### src/rtl/bcd_pkg.sv
// ============================================================================
// bcd_pkg : shared constants for the BCD to Excess-3 converter
// Rev 1.0 : initial release
// ============================================================================
`default_nettype none

package bcd_pkg;
  localparam logic [3:0] EX3_OFFSET  = 4'd3;
  localparam logic [3:0] BCD_MAX     = 4'd9;
  localparam logic [3:0] EX3_INVALID = 4'b0000;
endpackage

`default_nettype wire

### src/rtl/bcd_ex3_comb.sv
// ============================================================================
// bcd_ex3_comb : combinational BCD digit to Excess-3 decode with invalid flag
// Rev 1.0 : initial release
// ============================================================================
`default_nettype none

module bcd_ex3_comb
  import bcd_pkg::*;
(
  input  logic [3:0] i_bcd,
  output logic [3:0] o_ex3,
  output logic       o_invalid
);

  logic w_invalid;

  assign w_invalid = (i_bcd > BCD_MAX);
  assign o_invalid = w_invalid;
  // Non-BCD codes are squashed to zero rather than wrapping through the adder
  assign o_ex3     = w_invalid ? EX3_INVALID : (i_bcd + EX3_OFFSET);

endmodule

`default_nettype wire

### src/rtl/bcd_to_excess3.sv
// ============================================================================
// bcd_to_excess3 : registered single-digit BCD to Excess-3 converter
// Rev 1.0 : initial release
// ============================================================================
`default_nettype none

module bcd_to_excess3
  import bcd_pkg::*;
(
  input  logic clk,
  input  logic rst_n,
  input  logic in_valid,
  input  logic a,
  input  logic b,
  input  logic c,
  input  logic d,
  output logic s3,
  output logic s2,
  output logic s1,
  output logic s0,
  output logic out_valid,
  output logic err,
  output logic err_sticky
);

  logic [3:0] w_bcd;
  logic [3:0] w_ex3;
  logic       w_invalid;

  logic [3:0] r_ex3;
  logic       r_out_valid;
  logic       r_err;
  logic       r_err_sticky;

  assign w_bcd = {a, b, c, d};

  bcd_ex3_comb u_core (
    .i_bcd     (w_bcd),
    .o_ex3     (w_ex3),
    .o_invalid (w_invalid)
  );

  always_ff @(posedge clk) begin
    if (!rst_n) begin
      r_ex3        <= EX3_INVALID;
      r_out_valid  <= 1'b0;
      r_err        <= 1'b0;
      r_err_sticky <= 1'b0;
    end else begin
      r_out_valid <= in_valid;
      // Result and err hold across idle cycles; only accepted digits update them
      if (in_valid) begin
        r_ex3 <= w_ex3;
        r_err <= w_invalid;
        if (w_invalid) begin
          r_err_sticky <= 1'b1;
        end
      end
    end
  end

  assign {s3, s2, s1, s0} = r_ex3;
  assign out_valid        = r_out_valid;
  assign err              = r_err;
  assign err_sticky       = r_err_sticky;

endmodule

`default_nettype wire

### config.mk
export PLATFORM = sky130hd
export DESIGN_NAME = bcd_to_excess3
export DESIGN_NICKNAME = d
export VERILOG_FILES = /design/src/rtl/bcd_pkg.sv /design/src/rtl/bcd_ex3_comb.sv /design/src/rtl/bcd_to_excess3.sv
export SDC_FILE = /design/constraint.sdc
export NUM_CORES = 1
export LEC_CHECK = 0
export CAP_MARGIN = 20
export CORE_AREA = 2 2 39 41
export CTS_CLUSTER_DIAMETER = 50
export DETAILED_ROUTE_END_ITERATION = 6
export DIE_AREA = 0 0 41 43
export PLACE_DENSITY_LB_ADDON = 0.05
export RECOVER_POWER = 100
export SYNTH_ARGS = -nofsm -noshare
export SYNTH_HDL_FRONTEND = slang
export SYNTH_SLANG_ARGS = --single-unit
### constraint.sdc
create_clock -name clk -period 2.2 [get_ports clk]
set_clock_uncertainty 0.1 [all_clocks]
set_input_delay 0.22 -clock clk [delete_from_list [all_inputs] [get_ports clk]]
set_output_delay 0.22 -clock clk [all_outputs]
set_load 0.02 [all_outputs]
==> out/qor.txt, run 1 <==
outcome -> finished, final reports clean
1st-pass router iterations -> 3
crit path capture type -> register
P per Cell Area -> 656 mW/mm^2
RSZ-0062 raised after global routing -> false
Num CTS Buffers -> 3
max_slew headroom -> 77.3%
Clk pwr share -> 37.1%
post-DR wirelength/cell -> 10.1 um
Overall Power -> 0.315 mW
via count -> 310
post-route ant nets -> 0
Post-CTS Setup Bufs -> 0
global placement routability congestion -> 0.708
Hold WS -> 0.363 ns
GRT Overall Usage -> 9.84%
initial antenna violation count -> 0
Seq cells post-synth -> 7
P_int -> 0.234 mW
Root Driver -> clkbuf_4
Cells after DPL -> 63
placed wire-length estimate -> 535 um
total die area -> 0.00176 mm^2
maximum vdd drop -> 0.214 mV
FP Rows -> 14
vias in the first global route -> 256
Yosys Warn Count -> 0
startpoint types -> input pin
post-place instance area -> 463 um^2
unique cell type count in the Yosys netlist -> 16
Die Y -> 43 um
count leader, synth -> dfxtp_1
largest net degree at the start of global routing -> 12
area leader, netlist -> dfxtp_1
min Tclk post-route -> 1.58 ns
total wire length -> 678 um
Crit Path Max Fanout -> 4
fin area -> 479 um^2
number of synthesized flops with an enable pin -> 0
I/O pin total -> 14
max-cap violations -> 0
DRC viols -> 0
Resized cells post-CTS -> 0
diode count -> 0
Hold Vio Cnt, Final -> 0
first-pass GRT wire length -> 1080 um
First DRT Iteration DRCs -> 1
Util after Layout -> 34.6%
top post-synthesis cells by area -> dfxtp_1, ha_1, o21ba_4, o21ai_0, a211oi_1
core footprint -> 0.00138 mm^2
Post-Route Setup TNS -> 0 ns
Seq/Total Area, Yosys -> 43.7%
Area growth syn-to-layout -> 49.6%
Syn Nets -> 44
initial core utilization -> 23.1%
layout cells sized above 1 -> 7.84%
area of the mapped netlist -> 320 um^2
Crit path arrival time -> 1.60 ns
vias per inst -> 4.63
worst min path class -> reg2reg
Least-Margin Pin Slew -> 0.339 ns
cts hold-fix bufs -> 0
clk sinks -> 7
Port Buffers -> 13
Nets -> 61
combinational share of power -> 18.9%
Clock Latency Late Sink -> 0.25 ns
CTS max path bufs -> 2
fin cells -> 67
Setup WS pre-CTS -> 0.478 ns
Sequential Power Share -> 44.0%
final setup margin -> 0.617 ns
fmax -> 632 MHz
net switching power -> 0.0805 mW
H-Tree Depth -> 1
area share of the leading cell type in the synthesized netlist -> 43.7%
Worst EP required -> 2.22 ns
Tcrit/Tclk final -> 71.9%
Mean Syn Cell Area -> 9.15 um^2
width of the die -> 41 um
CTS tree -> done
Async S/R FF share, synth -> 0%
WS Path Type -> in2reg
Worst-path clk slew -> 0.05 ns
ys flop type -> dfxtp_1
Final setup viols -> 0
GRT overflow -> 0
Syn Inst Count -> 35
switching share of power -> 25.6%
P_leak -> 0.214 nW
top cells by count, synth -> dfxtp_1, nor2_1, inv_1, nand2_1, o21ai_0
count of final max-slew check failures -> 0
## critical path, stage by stage
cell and delay, ns:
dlygate4sd3_1 0.59, inv_1 0.06, ha_1 0.21, o21ba_1 0.22, o21ai_0 0.22, a211oi_1 0.08
## kinds of logic (layout without fill, tap and decap cells)
| logic type | Yosys count | count (layout) | share of synthesized area [%] |
|---|---|---|---|
| adder cells (fa/ha/maj) | 2 | 2 | 7.81 |
| AND/OR/NAND/NOR | 10 | 10 | 14.5 |
| flip-flops | 7 | 7 | 43.7 |
| AO/OA/AOI/OAI | 12 | 12 | 28.1 |
| buffers and inverters | 4 | 20 | 5.86 |
## registers in the layout, summed over array words and instances, names as in the netlist
register	count
err_sticky	1
r_ex3	4
out_valid	1
err	1
## power groups by stage
stage	Sequential, mW	Clock, mW	Combinational (mW)
final	0.138	0.117	0.0595
after global routing	0.139	0.130	0.0662
after CTS	0.139	0.121	0.0672
after detailed placement	0.141	0	0.0670
after global placement	0.141	0	0.0665
after floorplan	0.152	0	0.0233
## per-layer routing
layer	share of wire (%)	vias up	global-route usage (%)
met4	6.8	0	14.0
met3	6.6	5	1.57
li1	-	155	-
met1	47	135	10.6
met5	0	-	0
met2	39	15	12.8
## path summary, 6_finish.rpt
kind / end / startpoint / depth (start not counted) / slack, ns
min reg2reg: err_sticky / err_sticky / 1 / 0.36
max: r_ex3[0] / d / 6 / 0.62
min: err_sticky / err_sticky / 1 / 0.36
max reg2reg: err / err / 2 / 1.41
## area by class of cell
class                           count  area (um^2)
Clock buffer                        4         26.3
Sequential cell                     7          140
Fill cell                         146          905
Timing Repair Buffer               13          130
Multi-Input combinational cell     24          151
Tap cell                           16         20.0
Inverter                            3         11.3
## cells in the final DEF (no fill, tap or decap)
master,count
dlygate4sd3_1,9
dfxtp_1,7
o21ai_0,4
nor2_1,4
clkdlybuf4s50_1,4
inv_1,3
nand2_1,3
clkbuf_4,3
a211oi_1,2
a31oi_1,2
o21a_1,2
ha_1,2
o21ba_1,1
o211ai_1,1
and2_1,1
nor2b_1,1
and2_2,1
clkbuf_1,1
No activity file was read; power rests on OpenSTA's default activity.
==> run 2, diff against run 1 <==
- clock period: 2.2 -> 1.54 ns (I/O delays scaled with it)
==> run 2 against run 1 <==
  * Design area rose by 1.6%
  * Clock power is 40% higher
  * Sequential power increased by 43%
  * Non-clock buffer count grew 1
  * Register-to-register slack got worse by 0.65 ns
  * Core utilization is 0.54 points higher
  * Wire length down 0.59%
  * Hold slack gained 0.019 ns
  * Cell count up 1.5%
  * Global-route usage increased by 0.32 points
  * Sequential share of layout area down 0.45 points
  * Clock-buffer cell count unchanged
  * Critical endpoint is now out_valid
  * Largest power group unchanged
==> out/qor.txt, run 2 (same netlist as run 1, synthesis figures left out) <==
WS Path Type -> reg2out
Area growth syn-to-layout -> 52.0%
CP cell instances -> dlygate4sd3_1
Nets -> 62 (+1.6%)
outcome -> finished, final reports clean
via count -> 297 (-4.2%)
FP Rows -> 14 (unchanged)
Die Y -> 43 um (unchanged)
placed wire-length estimate -> 564 um (+5.4%)
CTS tree -> done
maximum vdd drop -> 0.383 mV (+79%)
P per Cell Area -> 934 mW/mm^2 (+42%)
Tcrit/Tclk final -> 94.4%
Crit path arrival time -> 1.20 ns (-0.40 ns)
min Tclk post-route -> 1.45 ns
I/O pin total -> 14 (unchanged)
CP peak stage delay -> 0.66 ns (+0.07 ns)
P_leak -> 0.204 nW (-4.8%)
Num CTS Buffers -> 3 (unchanged)
Resized cells post-CTS -> 0 (unchanged)
initial antenna violation count -> 0 (unchanged)
Worst-path clk slew -> 0.05 ns (about the same)
RSZ-0062 raised after global routing -> false
1st-pass router iterations -> 3 (unchanged)
global placement routability congestion -> 0.654 (-7.7%)
post-place instance area -> 470 um^2 (+1.6%)
vias in the first global route -> 278 (+8.6%)
initial core utilization -> 23.1% (unchanged)
diode count -> 0 (unchanged)
Final setup viols -> 0 (unchanged)
crit path capture type -> primary output
worst min path class -> reg2reg
clk sinks -> 7 (unchanged)
Buf/Inv on CP -> 1 (-1)
Least-Margin Pin Slew -> 0.220 ns (-0.119 ns)
largest net degree at the start of global routing -> 8 (-4)
max FFs per register -> 4 (unchanged)
Fill cells -> 156 (+6.8%)
Port Buffers -> 13 (unchanged)
Hold WS -> 0.382 ns (+0.0187 ns)
fin area -> 487 um^2 (+1.6%)
CP max stage cell -> dlygate4sd3_1
Util after Layout -> 35.2% (+0.54 points)
critical path's top delay family -> buffers and inverters
CTS max path bufs -> 2 (unchanged)
First DRT Iteration DRCs -> 6 (+5)
total wire length -> 674 um (-0.59%)
post-DR wirelength/cell -> 9.91 um (-2.1%)
total die area -> 0.00176 mm^2 (unchanged)
Post-CTS Setup Bufs -> 0 (unchanged)
GRT Overall Usage -> 10.2% (+0.32 points)
vias per inst -> 4.37 (-5.6%)
width of the die -> 41 um (unchanged)
count of final max-slew check failures -> 0 (unchanged)
Overall Power -> 0.455 mW (+45%)
Clock Latency Late Sink -> 0.24 ns (about the same)
H-Tree Depth -> 1 (unchanged)
core footprint -> 0.00138 mm^2 (unchanged)
commonest non-fill, non-tap cell in the layout -> clkdlybuf4s50_1
DRC viols -> 0 (unchanged)
max-cap violations -> 0 (unchanged)
Cells after DPL -> 64 (+1.6%)
post-route ant nets -> 0 (unchanged)
GRT overflow -> 0 (unchanged)
Crit Path Max Fanout -> 1 (-3)
fmax -> 688 MHz
startpoint types -> register
first-pass GRT wire length -> 1120 um (+3.8%)
layout cells sized above 1 -> 9.62% (+1.8 points)
Root Driver -> clkbuf_4
fin cells -> 68 (+1.5%)
Worst EP required -> 1.29 ns (-0.93 ns)
most frequent cells in the layout -> clkdlybuf4s50_1, dfxtp_1, nor2_1
Reg with most FFs -> r_ex3
cts hold-fix bufs -> 0 (unchanged)
Hold Vio Cnt, Final -> 0 (unchanged)
max_slew headroom -> 85.3% (+8.0 points)
[run 2: changes by cell type in the layout (fill, tap and decap cells not counted), sizes merged]
cell	previous run	this run
dlygate4sd3	9	2
clkdlybuf4s50	4	11
buf	0	1
[run 2: worst paths after layout]
check                   from    endpoint  slack, ns  cells after the start
setup / recovery   out_valid   out_valid       0.09                      1
hold reg to reg   err_sticky  err_sticky       0.38                      1
hold / removal    err_sticky  err_sticky       0.38                      1
setup reg to reg         err         err       0.76                      2
[run 2: power breakdown]
part	internal (mW)	total, mW	switching [mW]
registers	0.193	0.198	0.00485
logic	0.0482	0.0922	0.0439
clock network	0.0987	0.164	0.0654
[run 2: layout make-up]
class	count	area [um^2]	share of cell area, %
flip-flops and latches	7	140	28.8
multi-input cells	24	151	31.1
well taps	16	20.0	4.11
repair buffers	14	138	28.3
clock buffers	4	26.3	5.40
inverters	3	11.3	2.31
[run 2: per-stage QoR]
| step | worst slack, ns | TNS (ns) |
|---|---|---|
| after CTS | 0.0909 | 0 |
| after detailed placement | -0.0968 | -0.472 |
| after global placement | -0.0595 | -0.262 |
| after floorplan | 0.522 | 0 |
| final | 0.0859 | 0 |
| after global routing | 0.0399 | 0 |
[run 2: layer usage]
layer	share of wire, %	track usage (%)	wire [um]	up-vias
met5	0	0	0	-
met4	2.8	12.0	19	0
met3	8.6	1.57	58	2
met2	48	13.8	325	12
met1	40	11.7	270	126
li1	-	-	-	157
